[config.mk]
export PLATFORM = sky130hd
export DESIGN_NAME = mem_arbiter
export DESIGN_NICKNAME = d
export VERILOG_FILES = /design/src/rtl/mem_arb_pkg.sv /design/src/rtl/rr_arbiter.sv /design/src/rtl/mem_arbiter.sv
export SDC_FILE = /design/constraint.sdc
export NUM_CORES = 1
export LEC_CHECK = 0
export CORE_ASPECT_RATIO = 1.25
export CORE_UTILIZATION = 33
export DETAILED_ROUTE_END_ITERATION = 6
export PLACE_DENSITY = 0.78
export SYNTH_ARGS = -nofsm -noshare
export SYNTH_HDL_FRONTEND = slang
export SYNTH_SLANG_ARGS = --single-unit
[constraint.sdc]
create_clock -name clk -period 1.44 [get_ports clk]
set_clock_uncertainty 0.05 [all_clocks]
set_input_delay 0.432 -clock clk [delete_from_list [all_inputs] [get_ports clk]]
set_output_delay 0.432 -clock clk [all_outputs]
set_load 0.02 [all_outputs]
[src/rtl/mem_arb_pkg.sv]
// Shared defaults and operation encoding for the memory arbiter.
package mem_arb_pkg;

  localparam int unsigned DATA_WIDTH_DEF = 32;
  localparam int unsigned ADDR_WIDTH_DEF = 8;
  localparam int unsigned RD_LATENCY_DEF = 1;

  localparam logic OP_RD = 1'b0;
  localparam logic OP_WR = 1'b1;

endpackage

[src/rtl/rr_arbiter.sv]
// Round-robin arbiter: one-hot grant starting at the rotating pointer, wrapping upward.
module rr_arbiter #(
  parameter int unsigned N = 2
) (
  input  logic         clk,
  input  logic         rst,
  input  logic [N-1:0] req,
  output logic [N-1:0] gnt
);

  localparam int unsigned PtrW = (N > 1) ? $clog2(N) : 1;

  logic [PtrW-1:0] ptr_q, ptr_d;
  logic [N-1:0]    mask;
  logic [N-1:0]    masked_req;
  logic            found;

  always_comb begin
    mask       = '0;
    masked_req = '0;
    gnt        = '0;
    found      = 1'b0;
    ptr_d      = ptr_q;

    for (int unsigned i = 0; i < N; i++) begin
      mask[i] = (i >= 32'(ptr_q));
    end
    masked_req = req & mask;

    // Requests at or above the pointer win; otherwise fall back to the lowest index.
    for (int unsigned i = 0; i < N; i++) begin
      if (!found && masked_req[i]) begin
        gnt[i] = 1'b1;
        found  = 1'b1;
      end
    end
    for (int unsigned i = 0; i < N; i++) begin
      if (!found && req[i]) begin
        gnt[i] = 1'b1;
        found  = 1'b1;
      end
    end

    if (rst) begin
      gnt = '0;
    end

    for (int unsigned i = 0; i < N; i++) begin
      if (gnt[i]) begin
        ptr_d = (i == N - 1) ? '0 : PtrW'(i + 1);
      end
    end
  end

  always_ff @(posedge clk) begin
    if (rst) begin
      ptr_q <= '0;
    end else begin
      ptr_q <= ptr_d;
    end
  end

endmodule

[src/rtl/mem_arbiter.sv]
// Shares one single-port synchronous memory between NUM_REQ requesters with round-robin
// arbitration, a registered command stage and a fixed-latency tagged read return.
module mem_arbiter
  import mem_arb_pkg::*;
#(
  parameter int unsigned DATA_WIDTH = DATA_WIDTH_DEF,
  parameter int unsigned ADDR_WIDTH = ADDR_WIDTH_DEF,
  parameter int unsigned NUM_REQ    = 2,
  parameter int unsigned RD_LATENCY = RD_LATENCY_DEF
) (
  input  logic                          clk,
  input  logic                          rst,
  input  logic [NUM_REQ-1:0]            req,
  input  logic [NUM_REQ-1:0]            we,
  input  logic [NUM_REQ*ADDR_WIDTH-1:0] addr,
  input  logic [NUM_REQ*DATA_WIDTH-1:0] wdata,
  output logic [NUM_REQ-1:0]            gnt,
  output logic [NUM_REQ-1:0]            rvalid,
  output logic [DATA_WIDTH-1:0]         rdata,
  output logic                          mem_rd,
  output logic                          mem_wr,
  output logic [ADDR_WIDTH-1:0]         mem_addr,
  output logic [DATA_WIDTH-1:0]         mem_wdata,
  input  logic [DATA_WIDTH-1:0]         mem_rdata
);

  logic                  mem_rd_q, mem_rd_d;
  logic                  mem_wr_q, mem_wr_d;
  logic [ADDR_WIDTH-1:0] mem_addr_q, mem_addr_d;
  logic [DATA_WIDTH-1:0] mem_wdata_q, mem_wdata_d;
  logic [NUM_REQ-1:0]    rd_tag;

  // One-hot requester id per stage; all-zero means no read in flight.
  logic [NUM_REQ-1:0] tag_q [RD_LATENCY+1];
  logic [NUM_REQ-1:0] tag_d [RD_LATENCY+1];

  rr_arbiter #(
    .N (NUM_REQ)
  ) u_rr_arbiter (
    .clk (clk),
    .rst (rst),
    .req (req),
    .gnt (gnt)
  );

  always_comb begin
    mem_rd_d    = 1'b0;
    mem_wr_d    = 1'b0;
    mem_addr_d  = mem_addr_q;
    mem_wdata_d = mem_wdata_q;
    rd_tag      = '0;
    for (int unsigned i = 0; i < NUM_REQ; i++) begin
      if (gnt[i]) begin
        mem_addr_d  = addr[i*ADDR_WIDTH +: ADDR_WIDTH];
        mem_wdata_d = wdata[i*DATA_WIDTH +: DATA_WIDTH];
        mem_wr_d    = (we[i] == OP_WR);
        mem_rd_d    = (we[i] == OP_RD);
        rd_tag[i]   = (we[i] == OP_RD);
      end
    end
  end

  always_comb begin
    tag_d[0] = rd_tag;
    for (int unsigned s = 1; s <= RD_LATENCY; s++) begin
      tag_d[s] = tag_q[s-1];
    end
  end

  always_ff @(posedge clk) begin
    if (rst) begin
      mem_rd_q    <= 1'b0;
      mem_wr_q    <= 1'b0;
      mem_addr_q  <= '0;
      mem_wdata_q <= '0;
      for (int unsigned s = 0; s <= RD_LATENCY; s++) begin
        tag_q[s] <= '0;
      end
    end else begin
      mem_rd_q    <= mem_rd_d;
      mem_wr_q    <= mem_wr_d;
      mem_addr_q  <= mem_addr_d;
      mem_wdata_q <= mem_wdata_d;
      for (int unsigned s = 0; s <= RD_LATENCY; s++) begin
        tag_q[s] <= tag_d[s];
      end
    end
  end

  assign mem_rd    = mem_rd_q;
  assign mem_wr    = mem_wr_q;
  assign mem_addr  = mem_addr_q;
  assign mem_wdata = mem_wdata_q;
  assign rvalid    = tag_q[RD_LATENCY];
  assign rdata     = mem_rdata;

endmodule

Yosys cells after proc, flatten, opt, wreduce, memory -nomap -nowiden
Memories as Yosys holds them, arrays and structs flattened.
Cells that the tools add are included.
- reduce and logical (&&, ||, !) cells: 8
- magnitude comparators: 1
- multiplexer cells: 21
- bitwise operators: 5
- operators by type and width (kind ; number):
    $mux W32 ; 2
    $mux W8 ; 2
    $mux W1 ; 14
    $mux W2 ; 3
    $logic_and A1 B1 Y1 ; 3
    $logic_not A1 Y1 ; 3
    $and A2 B2 Y2 ; 1
    $not A1 Y1 ; 2
    $or A1 B1 Y1 ; 2
    $reduce_bool A2 Y1 ; 1
    $reduce_or A2 Y1 ; 1
    $ge A1 B1 Y1 const A ; 1
- register bits after elaboration: 43
- memories: 1
- output and inout port bits: 78
- bits in writable memories: 4
- memory list (name ; words ; bits a word ; rd ports ; clocked after memory_dff ; wr ports ; line ; source):
    tag_q ; 2 ; 2 ; 2 ; 0 ; 2 ; mem_arbiter.sv:34 ; logic [NUM_REQ-1:0] tag_q [RD_LATENCY+1];

Logic depth before layout (Yosys ltp)
Gate-level depths: netlist of run 1.
- word-level depth: 15
- depth in mapped cells: 5
- mapped depth without buffers: 3

By module
Synthesis of run 1 repeated with hierarchy kept, for this count alone.
- cell total of the unflattened synthesis: 233
- area, all modules: 2544.9 um^2
- by module, submodules not included (module ; cells an instance ; sequential area each (um^2) ; area each (um^2) ; instances):
    mem_arbiter ; 227 ; 920.9 ; 2483.6 ; 1
    rr_arbiter ; 6 ; 20.0 ; 61.3 ; 1

Worst setup path after synthesis of run 1
Ideal clock, no wire load.
- path type: input to output
- start point: input req[1]
- end point: output gnt[1]
- setup slack: -207 ps
- cell stages on the path: 4
- data arrival time: 1165 ps
- required time: 958 ps
- path through: buf_2 -> nand2_1 -> buf_2 -> nor2_1
- longest elaborated chain between the ends: 10
- elaborated cells on any way between the ends: 11
- classes of those cells: mux (5); bitwise (1); reduce/logical (5)
- ends and longest elaborated chain (item ; line ; source):
    from (decl) ; mem_arbiter.sv:13 ; input logic [NUM_REQ-1:0] req,
    $and A2 B2 Y2 ; rr_arbiter.sv:28 ; masked_req = req & mask;
    $logic_and A1 B1 Y1 ; rr_arbiter.sv:32 ; if (!found && masked_req[i]) begin
    $mux W1 ; rr_arbiter.sv:32 ;
    $logic_not A1 Y1 ; rr_arbiter.sv:38 ; if (!found && req[i]) begin
    $logic_and A1 B1 Y1 ; rr_arbiter.sv:38 ;
    $mux W1 ; rr_arbiter.sv:38 ;
    $logic_not A1 Y1 ; rr_arbiter.sv:38 ;
    $logic_and A1 B1 Y1 ; rr_arbiter.sv:38 ;
    $mux W1 * ; rr_arbiter.sv:38 ;
    $mux W2 * ; rr_arbiter.sv:44 ; if (rst) begin
    to (decl) ; mem_arbiter.sv:17 ; output logic [NUM_REQ-1:0] gnt,
Mark *: on every way between the ends. The rest lies on a longest branch, timed or not.

Final worst setup path of run 1
- start point: register u_rr_arbiter.ptr_q
- end point: output gnt[1]
- longest elaborated chain between the ends: 13
- elaborated cells on any way between the ends: 14
- classes of those cells: order compare (1); mux (6); bitwise (1); reduce/logical (6)
- ends and longest elaborated chain (item ; line ; source):
    from (decl) ; rr_arbiter.sv:13 ; logic [PtrW-1:0] ptr_q, ptr_d;
    from (signal assigned) ; rr_arbiter.sv:59 ; ptr_q <= ptr_d;
    $ge A1 B1 Y1 * ; rr_arbiter.sv:26 ; mask[i] = (i >= 32'(ptr_q));
    $and A2 B2 Y2 * ; rr_arbiter.sv:28 ;
    $mux W1 * ; rr_arbiter.sv:32 ;
    $logic_not A1 Y1 ; rr_arbiter.sv:32 ;
    $logic_and A1 B1 Y1 ; rr_arbiter.sv:32 ;
    $mux W1 ; rr_arbiter.sv:32 ;
    $logic_not A1 Y1 ; rr_arbiter.sv:38 ;
    $logic_and A1 B1 Y1 ; rr_arbiter.sv:38 ;
    $mux W1 ; rr_arbiter.sv:38 ;
    $logic_not A1 Y1 ; rr_arbiter.sv:38 ;
    $logic_and A1 B1 Y1 ; rr_arbiter.sv:38 ;
    $mux W1 * ; rr_arbiter.sv:38 ;
    $mux W2 * ; rr_arbiter.sv:44 ;
Marks and branches as above.

==> results of run 1 <==
-- worst register-to-register path, cell delays in order, from the launching register on --
cell      delay, ps
dfxtp_2         350
nand2b_4        150
nand2_4          80
buf_4           440
o221a_1         280
-- sequential cells by signal, indices dropped and copies added, names as in the netlist --
register            flops
mem_rd                  1
tag_q                   4
mem_addr                8
mem_wr                  1
u_rr_arbiter.ptr_q      1
mem_wdata              32
-- cell type report --
class                           instances  area share (%)
Clock buffer                            6            2.00
Sequential cell                        47            22.8
Clock inverter                          2           0.846
Timing Repair Buffer                  144            31.2
Tap cell                              120            3.63
Multi-Input combinational cell        178            39.5
-- per-stage QoR --
| stage | TNS, ps | utilization (%) | std cells |
|---|---|---|---|
| 3_5_place_dp | -13110 | 47.1 | 486 |
| 6_report | -227 | 47.6 | 497 |
| 4_1_cts | -257 | 49.2 | 496 |
| 5_1_grt | -459 | 47.6 | 497 |
| 3_3_place_gp | -11450 | 47.1 | 486 |
| 2_1_floorplan | 0 | - | 285 |
-- worst min-delay path by stage --
stage | from | end
floorplan | tag_q[0][0] | tag_q[0][2]
global placement | tag_q[0][1] | tag_q[0][3]
detailed placement | tag_q[0][0] | tag_q[0][2]
global route | tag_q[0][1] | tag_q[0][3]
CTS | tag_q[0][1] | tag_q[0][3]
finish | tag_q[0][1] | tag_q[0][3]
-- cell usage after synthesis (all sizes together) --
library cell	count	area share [%]
nand3b	1	0.25
nand2	2	0.25
mux2	40	20
or2	1	0.21
nor2	42	5.3
nor3	2	0.34
nor3b	40	10
a21oi	3	0.63
buf	45	12
nand3	2	0.34
a21bo	1	0.34
dfxtp	47	32
nor2b	2	0.42
o221a	40	15
nand2b	2	0.67
clkbuf	15	2.1
-- power breakdown --
part | internal (mW) | switching, mW | leakage, nW
logic | 0.613 | 0.471 | 1.22
registers | 1.40 | 0.0554 | 0.391
clock network | 0.563 | 0.495 | 0.0612
-- placed cells by master (no fill, tap or decap), drive strengths merged --
cell	netlist	final
clkdlybuf4s50	0	82
dfxtp	47	47
buf	45	44
nor2	42	42
nor3b	40	40
mux2	40	40
o221a	40	40
clkdlybuf4s15	0	16
clkbuf	15	8
a21oi	3	3
nor2b	2	2
nor3	2	2
nand3	2	2
nand2b	2	2
nand2	2	2
a21bo	1	1
or2	1	1
nand3b	1	1
bufinv	0	1
clkinv	0	1
-- cell families (layout without fill, tap and decap cells) --
kind of cell | count (synthesis) | count (layout) | share of synthesized area (%)
mux | 40 | 40 | 20.0
buf+inv | 60 | 152 | 14.5
simple gates | 94 | 94 | 17.8
compound gates | 44 | 44 | 16.1
flops | 47 | 47 | 31.6
-- repair_timing --
action                                  CTS  global route
setup buffers                             3             1
pin swaps                                 3             1
endpoints found under the setup margin   50            62
resized for setup                       143            27
-- layer usage --
metal	track usage (%)	part of all wire, %
met2	31.2	52
met5	0	0
met1	17.9	40
met4	7.86	2.5
met3	4.27	5.9
==> results.md, run 1 <==
### Critical path
• crit path from: u_rr_arbiter.ptr_q
• Worst setup EP type: output pin
• delay of the slowest cell on the worst path: 360 ps
• number of buffer and inverter instances along the worst setup path: 1
• worst r2r dst: mem_wdata[13]
• critical register-to-register path startpoint: u_rr_arbiter.ptr_q
• capture point of the worst path: gnt[1]
• cell family with the largest share of critical-path delay: flip-flops
• slowest library cell on the worst path: dfxtp_2
• cell depth of the worst setup path: 4
• critical path start-end classification: reg -> out
• critical path cell sequence: nand2b_4, nand2_4, nor2_4, buf_6
• critical path fanouts, max: 3
• Data arrival, critical path: 1080 ps
• startpoint kind of the worst setup timing path: flip-flop
• required time worst endpoint: 960 ps
• depth of the worst register-to-register path: 4
• register-to-register path setup slack: 40 ps

### Synth
• Yosys warning total: 0
• Cells after Synth: 285
• area of the mapped netlist: 0.00298 mm^2
• net count after synthesis: 403
• count of different cell masters after synthesis: 25
• number of synthesized register bits: 47
• share of the yosys chip area belonging to registers: 31.6%
• post-synthesis average cell area: 10.5 um^2

### Route
• initial detailed-routing violation count: 64
• drt drc: 0
• WL/cell: 16.5 um
• Final Routed Wirelength: 8220 um
• via density per instance: 5.06
• antenna-violating nets left: 0
• via count: 2,515
• iteration count of the initial detailed-routing pass: 4

### Floorplanning
• die width: 87 um
• Die Outline Area: 0.00942 mm^2
• Core Footprint: 0.00870 mm^2
• number of top-level pins: 196
• die span in y: 108 um
• num rows: 38
• starting utilization of the core area: 34.3%

### Clock network
• CTS Sinks: 47
• CTS Buf Count: 5
• CTS H-Tree Depth: 2
• clock latency at the later pin of the worst-skew pair: 310 ps
• clock buffer depth: 2
• clock tree from TritonCTS: yes
• CTS root buffer: clkbuf_8
• clock edge transition at the registers on the reported setup and hold paths: 100 ps
• hold buffer count at cts: 0

### GRT
• number of antenna violations at the first check in global routing: 0
• largest net degree at the start of global routing: 48
• wire length of the first global-routing pass: 12,500 um
• Total Routing Usage GR: 17.0%
• total congestion overflow after global routing: 0
• via count of the first global-routing pass: 2,555

### STA
• Final Critical Period: 1560 ps
• actual transition at the worst max-transition pin: 534 ps
• unrepaired setup endpoints after global routing: yes
• final count of hold timing violations: 0
• Setup Viol. Count Final: 2
• Fmax: 641 MHz
• part of the cycle the worst path needs: 108%
• worst rel slew slack: 64.4%
• post-layout worst setup margin: -119 ps
• Fin Hold WS: 401 ps
• Slew Limit Fails: 0

### Worst hold path
• worst hold-check path type: reg -> reg
• Hold Path Depth: 1

### Final layout
• growth of design area from synthesis to finish: 38.9%
• number of antenna diodes: 0
• fillcell total: 846
• sequential cell area in the final layout: 942 um^2
• share of final-layout standard cells stronger than drive strength 1: 31.3%
• area used by multi-input combinational logic: 0.00164 mm^2
• NumNets Final: 494
• fin area: 0.00414 mm^2

### Placement
• global placement routability congestion: 0.698
• setup slack at placement: -550 ps
• Area after DPL: 0.00410 mm^2
• IO Port Bufs: 131
• HPWL reported at the end of detailed placement: 5350 um

### Outcome
• run status: finished with violations
• violations in the final reports: setup timing

### Power and ir drop
• Power Dens Cells: 870 mW/mm^2
• peak ir drop on the vdd network: 343 uV
• overall power consumption: 3.60 mW
• static leakage: 1.67 nW

### Run
• number of max-capacitance violations reported: 0

No activity file was read; power rests on OpenSTA's default activity.
==> inputs of run 2 (changes only) <==
Settings changed: CORE_MARGIN from default to 4.
==> results.md, run 2 (synthesized netlist as in run 1, its figures left out) <==
### STA
• Fin Hold WS: 406 ps
• unrepaired setup endpoints after global routing: yes
• worst rel slew slack: 64.1%
• part of the cycle the worst path needs: 107%
• Final Critical Period: 1550 ps
• Slew Limit Fails: 0
• post-layout worst setup margin: -106 ps
• final count of hold timing violations: 0
• Setup Viol. Count Final: 2
• actual transition at the worst max-transition pin: 538 ps
• total negative slack: -207 ps
• Fmax: 647 MHz

### GRT
• largest net degree at the start of global routing: 45
• Total Routing Usage GR: 16.7%
• total congestion overflow after global routing: 0
• via count of the first global-routing pass: 2,806
• wire length of the first global-routing pass: 14,200 um
• number of antenna violations at the first check in global routing: 0

### Worst hold path
• start point of the worst hold path: tag_q[0][1]
• worst hold-check path type: reg -> reg
• hold path endpoint: tag_q[0][3]
• Hold Path Depth: 1

### Final layout
• most common library cell in the layout ignoring fill and taps: clkdlybuf4s50_1
• Largest register FFs: 32
• most frequent cells in the layout: clkdlybuf4s50_1 (82), dfxtp_1 (46), nor3b_1 (40), nor2_1 (40)
• NumNets Final: 497
• number of antenna diodes: 0
• Finished Layout Cells: 500
• share of final-layout standard cells stronger than drive strength 1: 31.6%
• fin area: 0.00423 mm^2
• fillcell total: 847
• growth of design area from synthesis to finish: 42.0%
• fraction of the core area covered by cells at the end of the flow: 48.4%

### Route
• Final Routed Wirelength: 9080 um
• drt drc: 0
• via density per instance: 5.14
• initial detailed-routing violation count: 91
• antenna-violating nets left: 0
• via count: 2,570
• WL/cell: 18.2 um
• iteration count of the initial detailed-routing pass: 4

### Placement
• global placement routability congestion: 0.734
• HPWL reported at the end of detailed placement: 5930 um
• setup slack at placement: -528 ps
• number of cells in the design after placement: 487
• Area after DPL: 0.00411 mm^2
• IO Port Bufs: 131

### Critical path
• startpoint kind of the worst setup timing path: flip-flop
• required time worst endpoint: 960 ps
• critical register-to-register path startpoint: u_rr_arbiter.ptr_q
• Data arrival, critical path: 1060 ps
• register-to-register path setup slack: 120 ps
• critical path cell sequence: nand2b_4, nand2_4, nor2_4, buf_6
• critical path start-end classification: reg -> out
• slowest library cell on the worst path: dfxtp_2
• delay of the slowest cell on the worst path: 370 ps
• Worst setup EP type: output pin
• critical path fanouts, max: 3
• worst r2r dst: mem_wdata[25]
• depth of the worst register-to-register path: 5

### Run
• number of max-capacitance violations reported: 0

### Clock network
• CTS Sinks: 47
• clock tree from TritonCTS: yes
• clock buffer depth: 2
• CTS root buffer: clkbuf_8
• clock latency at the later pin of the worst-skew pair: 300 ps
• clock edge transition at the registers on the reported setup and hold paths: 90 ps
• CTS Buf Count: 5
• CTS H-Tree Depth: 2

### Outcome
• violations in the final reports: setup timing
• run status: finished with violations

### Power and ir drop
• overall power consumption: 3.40 mW
• Power Dens Cells: 804 mW/mm^2
• peak ir drop on the vdd network: 377 uV
• static leakage: 1.70 nW

### Floorplanning
• number of top-level pins: 196
• Core Footprint: 0.00875 mm^2
• Die Outline Area: 0.0106 mm^2
• num rows: 38
• starting utilization of the core area: 34.1%
• die width: 93 um
• die span in y: 114 um

==> run 2: cell count changes in the layout (fill, tap and decap cells not counted), sizes merged <==
cell / before / now
bufinv: 1 / 0
clkdlybuf4s15: 16 / 20
clkinvlp: 0 / 1
clkbuf: 8 / 13
bufbuf: 0 / 1
buf: 44 / 37
==> run 2: metal layers <==
layer	routed length [um]	GRT usage, %	vias up
li1	-	-	1197
met1	3430	17.7	1245
met2	4810	31.8	95
met3	516	3.55	33
met4	318	6.65	0
met5	0	0	-
==> run 2: report_power, final <==
part / switching, mW / internal (mW) / leakage, nW
logic: 0.485 / 0.649 / 1.27
registers: 0.0555 / 1.40 / 0.391
clock network: 0.469 / 0.341 / 0.0412
==> run 2: how the worst max path moves through the flow <==
stage	from	to	slack (ps)	depth (start not counted)
CTS	u_rr_arbiter.ptr_q	gnt[0]	-110	3
finish	u_rr_arbiter.ptr_q	gnt[1]	-110	4
floorplan	req[1]	gnt[0]	2	3
detailed placement	req[1]	gnt[0]	-530	4
global placement	req[1]	gnt[0]	-530	4
global route	u_rr_arbiter.ptr_q	gnt[1]	-140	4
==> run 2: final cells by class <==
cell class,count,area (um^2),area share (%)
Sequential cell,47,942,22.3
Clock inverter,2,12.5,0.296
Multi-Input combinational cell,178,1640,38.7
Tap cell,120,150,3.55
Clock buffer,6,72.6,1.71
Timing Repair Buffer,147,1420,33.5
==> run 2: what timing repair did <==
action                     CTS  global route
pin swaps                    4             1
resized for setup          141            27
gates cloned                 1             1
setup endpoints to repair   76            53
hold buffers                 0             0
setup buffers                2             1
==> run 2: critical path: cells and delay by family, from the launching register on <==
family / cells / cell delay (ps)
buffers and inverters: 1 / 120
DFF: 1 / 370
and+or+nand+nor: 3 / 290
==> inputs of run 3 (changes only) <==
Settings changed: ABC_AREA from default to 1, CORE_UTILIZATION 33 to 32, PLACE_DENSITY 0.78 to 0.77.
==> results.md, run 3 <==
### Synth
• most instantiated library cell after synthesis: nand2_1
• number of enable flip-flop cells after synthesis: 0
• net count after synthesis: 539
• synth top area cells: dfxtp_1 (33%), nand4_1 (17%), nand2_1 (11%)
• most frequently used flop master after synthesis: dfxtp_1
• top-area cell type share of the netlist area: 32.8%
• area of the mapped netlist: 0.00287 mm^2
• proportion of register bits with asynchronous set or reset after synthesis: 0%
• post-synthesis average cell area: 6.81 um^2
• share of the yosys chip area belonging to registers: 32.8%
• number of synthesized register bits: 47
• Cells after Synth: 421
• Yosys warning total: 0
• cell type with the largest total area after synthesis: dfxtp_1
• count of different cell masters after synthesis: 19
• list of most frequent post-synthesis cells: nand2_1 (81), nand4_1 (80), dfxtp_1 (47), inv_1 (44)

### Clock network
• CTS Sinks: 47
• clock tree from TritonCTS: yes
• clock edge transition at the registers on the reported setup and hold paths: 90 ps
• clock latency at the later pin of the worst-skew pair: 300 ps
• CTS H-Tree Depth: 2
• CTS root buffer: clkbuf_8
• hold buffer count at cts: 0
• clock buffer depth: 2
• CTS Buf Count: 5

### STA
• Setup Viol. Count Final: 11
• actual transition at the worst max-transition pin: 510 ps
• unrepaired setup endpoints after global routing: yes
• Fmax: 650 MHz
• final count of hold timing violations: 0
• worst rel slew slack: 66.0%
• Slew Limit Fails: 0
• Final Critical Period: 1540 ps
• post-layout worst setup margin: -99.1 ps
• part of the cycle the worst path needs: 107%
• total negative slack: -173 ps

### GRT
• via count of the first global-routing pass: 3,033
• Total Routing Usage GR: 16.7%
• number of antenna violations at the first check in global routing: 0
• wire length of the first global-routing pass: 14,400 um
• largest net degree at the start of global routing: 83
• total congestion overflow after global routing: 0

### Critical path
• number of buffer and inverter instances along the worst setup path: 3
• required time worst endpoint: 960 ps
• delay of the slowest cell on the worst path: 340 ps
• cell family with the largest share of critical-path delay: flip-flops
• startpoint kind of the worst setup timing path: flip-flop
• register-to-register path setup slack: -30 ps
• critical path fanouts, max: 3
• Data arrival, critical path: 1060 ps
• critical path start-end classification: reg -> out
• slowest library cell on the worst path: dfxtp_2
• Worst setup EP type: output pin
• critical path cell sequence: inv_2, nand2_4, nand3_4, clkinvlp_4, buf_6

### Power and ir drop
• static leakage: 1.81 nW
• peak ir drop on the vdd network: 411 uV
• Psw: 1.02 mW
• Power Dens Cells: 889 mW/mm^2
• clock group share of total power: 32.5%
• total internal power: 2.53 mW
• share of power burned in registers: 40.7%
• share of total power in combinational logic: 26.8%
• switching part of the total: 28.8%
• overall power consumption: 3.55 mW

### Floorplanning
• die width: 92.7 um
• num rows: 38
• starting utilization of the core area: 32.9%
• Core Footprint: 0.00870 mm^2
• die span in y: 114 um
• Die Outline Area: 0.0105 mm^2
• number of top-level pins: 196

### Route
• via count: 3,207
• antenna-violating nets left: 0
• WL/cell: 14.6 um
• initial detailed-routing violation count: 183
• via density per instance: 5.20
• Final Routed Wirelength: 9030 um
• iteration count of the initial detailed-routing pass: 4
• drt drc: 0

### Final layout
• most frequent cells in the layout: clkdlybuf4s50_1 (82), nand4_1 (80), nand2_1 (80), dfxtp_1 (46), inv_1 (42)
• number of antenna diodes: 0
• Largest register FFs: 32
• fraction of the core area covered by cells at the end of the flow: 45.9%
• growth of design area from synthesis to finish: 39.3%
• most common library cell in the layout ignoring fill and taps: clkdlybuf4s50_1
• fillcell total: 890
• share of final-layout standard cells stronger than drive strength 1: 15.1%
• NumNets Final: 614

### Placement
• global placement routability congestion: 0.790
• setup slack at placement: -499 ps
• HPWL reported at the end of detailed placement: 6090 um
• IO Port Bufs: 131

### Outcome
• violations in the final reports: setup timing
• run status: finished with violations

### Run
• number of max-capacitance violations reported: 0

### Worst hold path
• worst hold-check path type: reg -> reg

[run 3: changes by cell type after synthesis, moves of 37 or more]
| cell | delta |
|---|---|
| inv_1 | +44 |
| mux2_4 | -39 |
| o221a_1 | -39 |
| nor2_1 | -37 |
| a21oi_1 | +38 |
| nor3b_1 | -40 |
| nand4_1 | +80 |
| nand2_1 | +79 |
| nand3_1 | +38 |
[run 3: power groups by stage]
stage / Combinational (mW) / Sequential, mW / Clock [mW]
6_report: 0.951 / 1.45 / 1.16
3_3_place_gp: 0.997 / 1.48 / 0
5_1_grt: 1.04 / 1.46 / 1.25
2_1_floorplan: 0.534 / 1.59 / 0
3_5_place_dp: 1.01 / 1.48 / 0
4_1_cts: 0.982 / 1.45 / 1.19
[run 3: through the flow]
step                std cells  area (um^2)  hold WS [ps]
floorplan                 421         2880           338
global placement          607         3940           342
detailed placement        607         3940           344
CTS                       615         4120           357
global route              617         3990           375
finish                    617         3990           355
[run 3: area by class of cell]
type / count / area (um^2) / share of cell area [%]
Multi-Input combinational cell: 252 / 1290 / 32.2
Inverter: 46 / 179 / 4.48
Timing Repair Buffer: 144 / 1300 / 32.5
Clock buffer: 5 / 68.8 / 1.72
Tap cell: 120 / 150 / 3.76
Clock inverter: 3 / 67.6 / 1.69
Sequential cell: 47 / 942 / 23.6
[run 3: cells by family (layout without fill, tap and decap cells)]
| kind of cell | after synthesis | in the layout | share of synthesized area [%] |
|---|---|---|---|
| flops | 47 | 47 | 32.8 |
| compound gates | 43 | 43 | 7.77 |
| simple gates | 209 | 209 | 36.6 |
| buf+inv | 122 | 198 | 22.8 |
[run 3: what timing repair did]
action | 4_1_cts | 5_1_grt
cloned | 0 | 0
gates resized for setup | 125 | 31
setup buffers | 0 | 2
setup endpoints to repair | 87 | 72
hold endpoints to repair | 0 | 0
pin swaps | 1 | 0
[run 3: final timing paths]
check / cells past startpoint / start / endpoint
hold / removal: 2 / tag_q[0][0] / tag_q[0][2]
hold reg to reg: 2 / tag_q[0][0] / tag_q[0][2]
setup / recovery: 5 / u_rr_arbiter.ptr_q / gnt[1]
setup reg to reg: 7 / u_rr_arbiter.ptr_q / mem_wdata[6]
[run 3: tightest hold or removal path, cell delays in order, from the launching register on]
cell and delay [ps]:
dfxtp_1 310, inv_1 40, nor2_1 30
[run 3: per-layer routing]
metal	track usage (%)	part of all wire (%)	up-vias
met5	0	0	-
met2	30.3	51	138
met4	7.14	3.4	0
li1	-	-	1544
met1	18.6	38	1489
met3	3.76	7.9	36
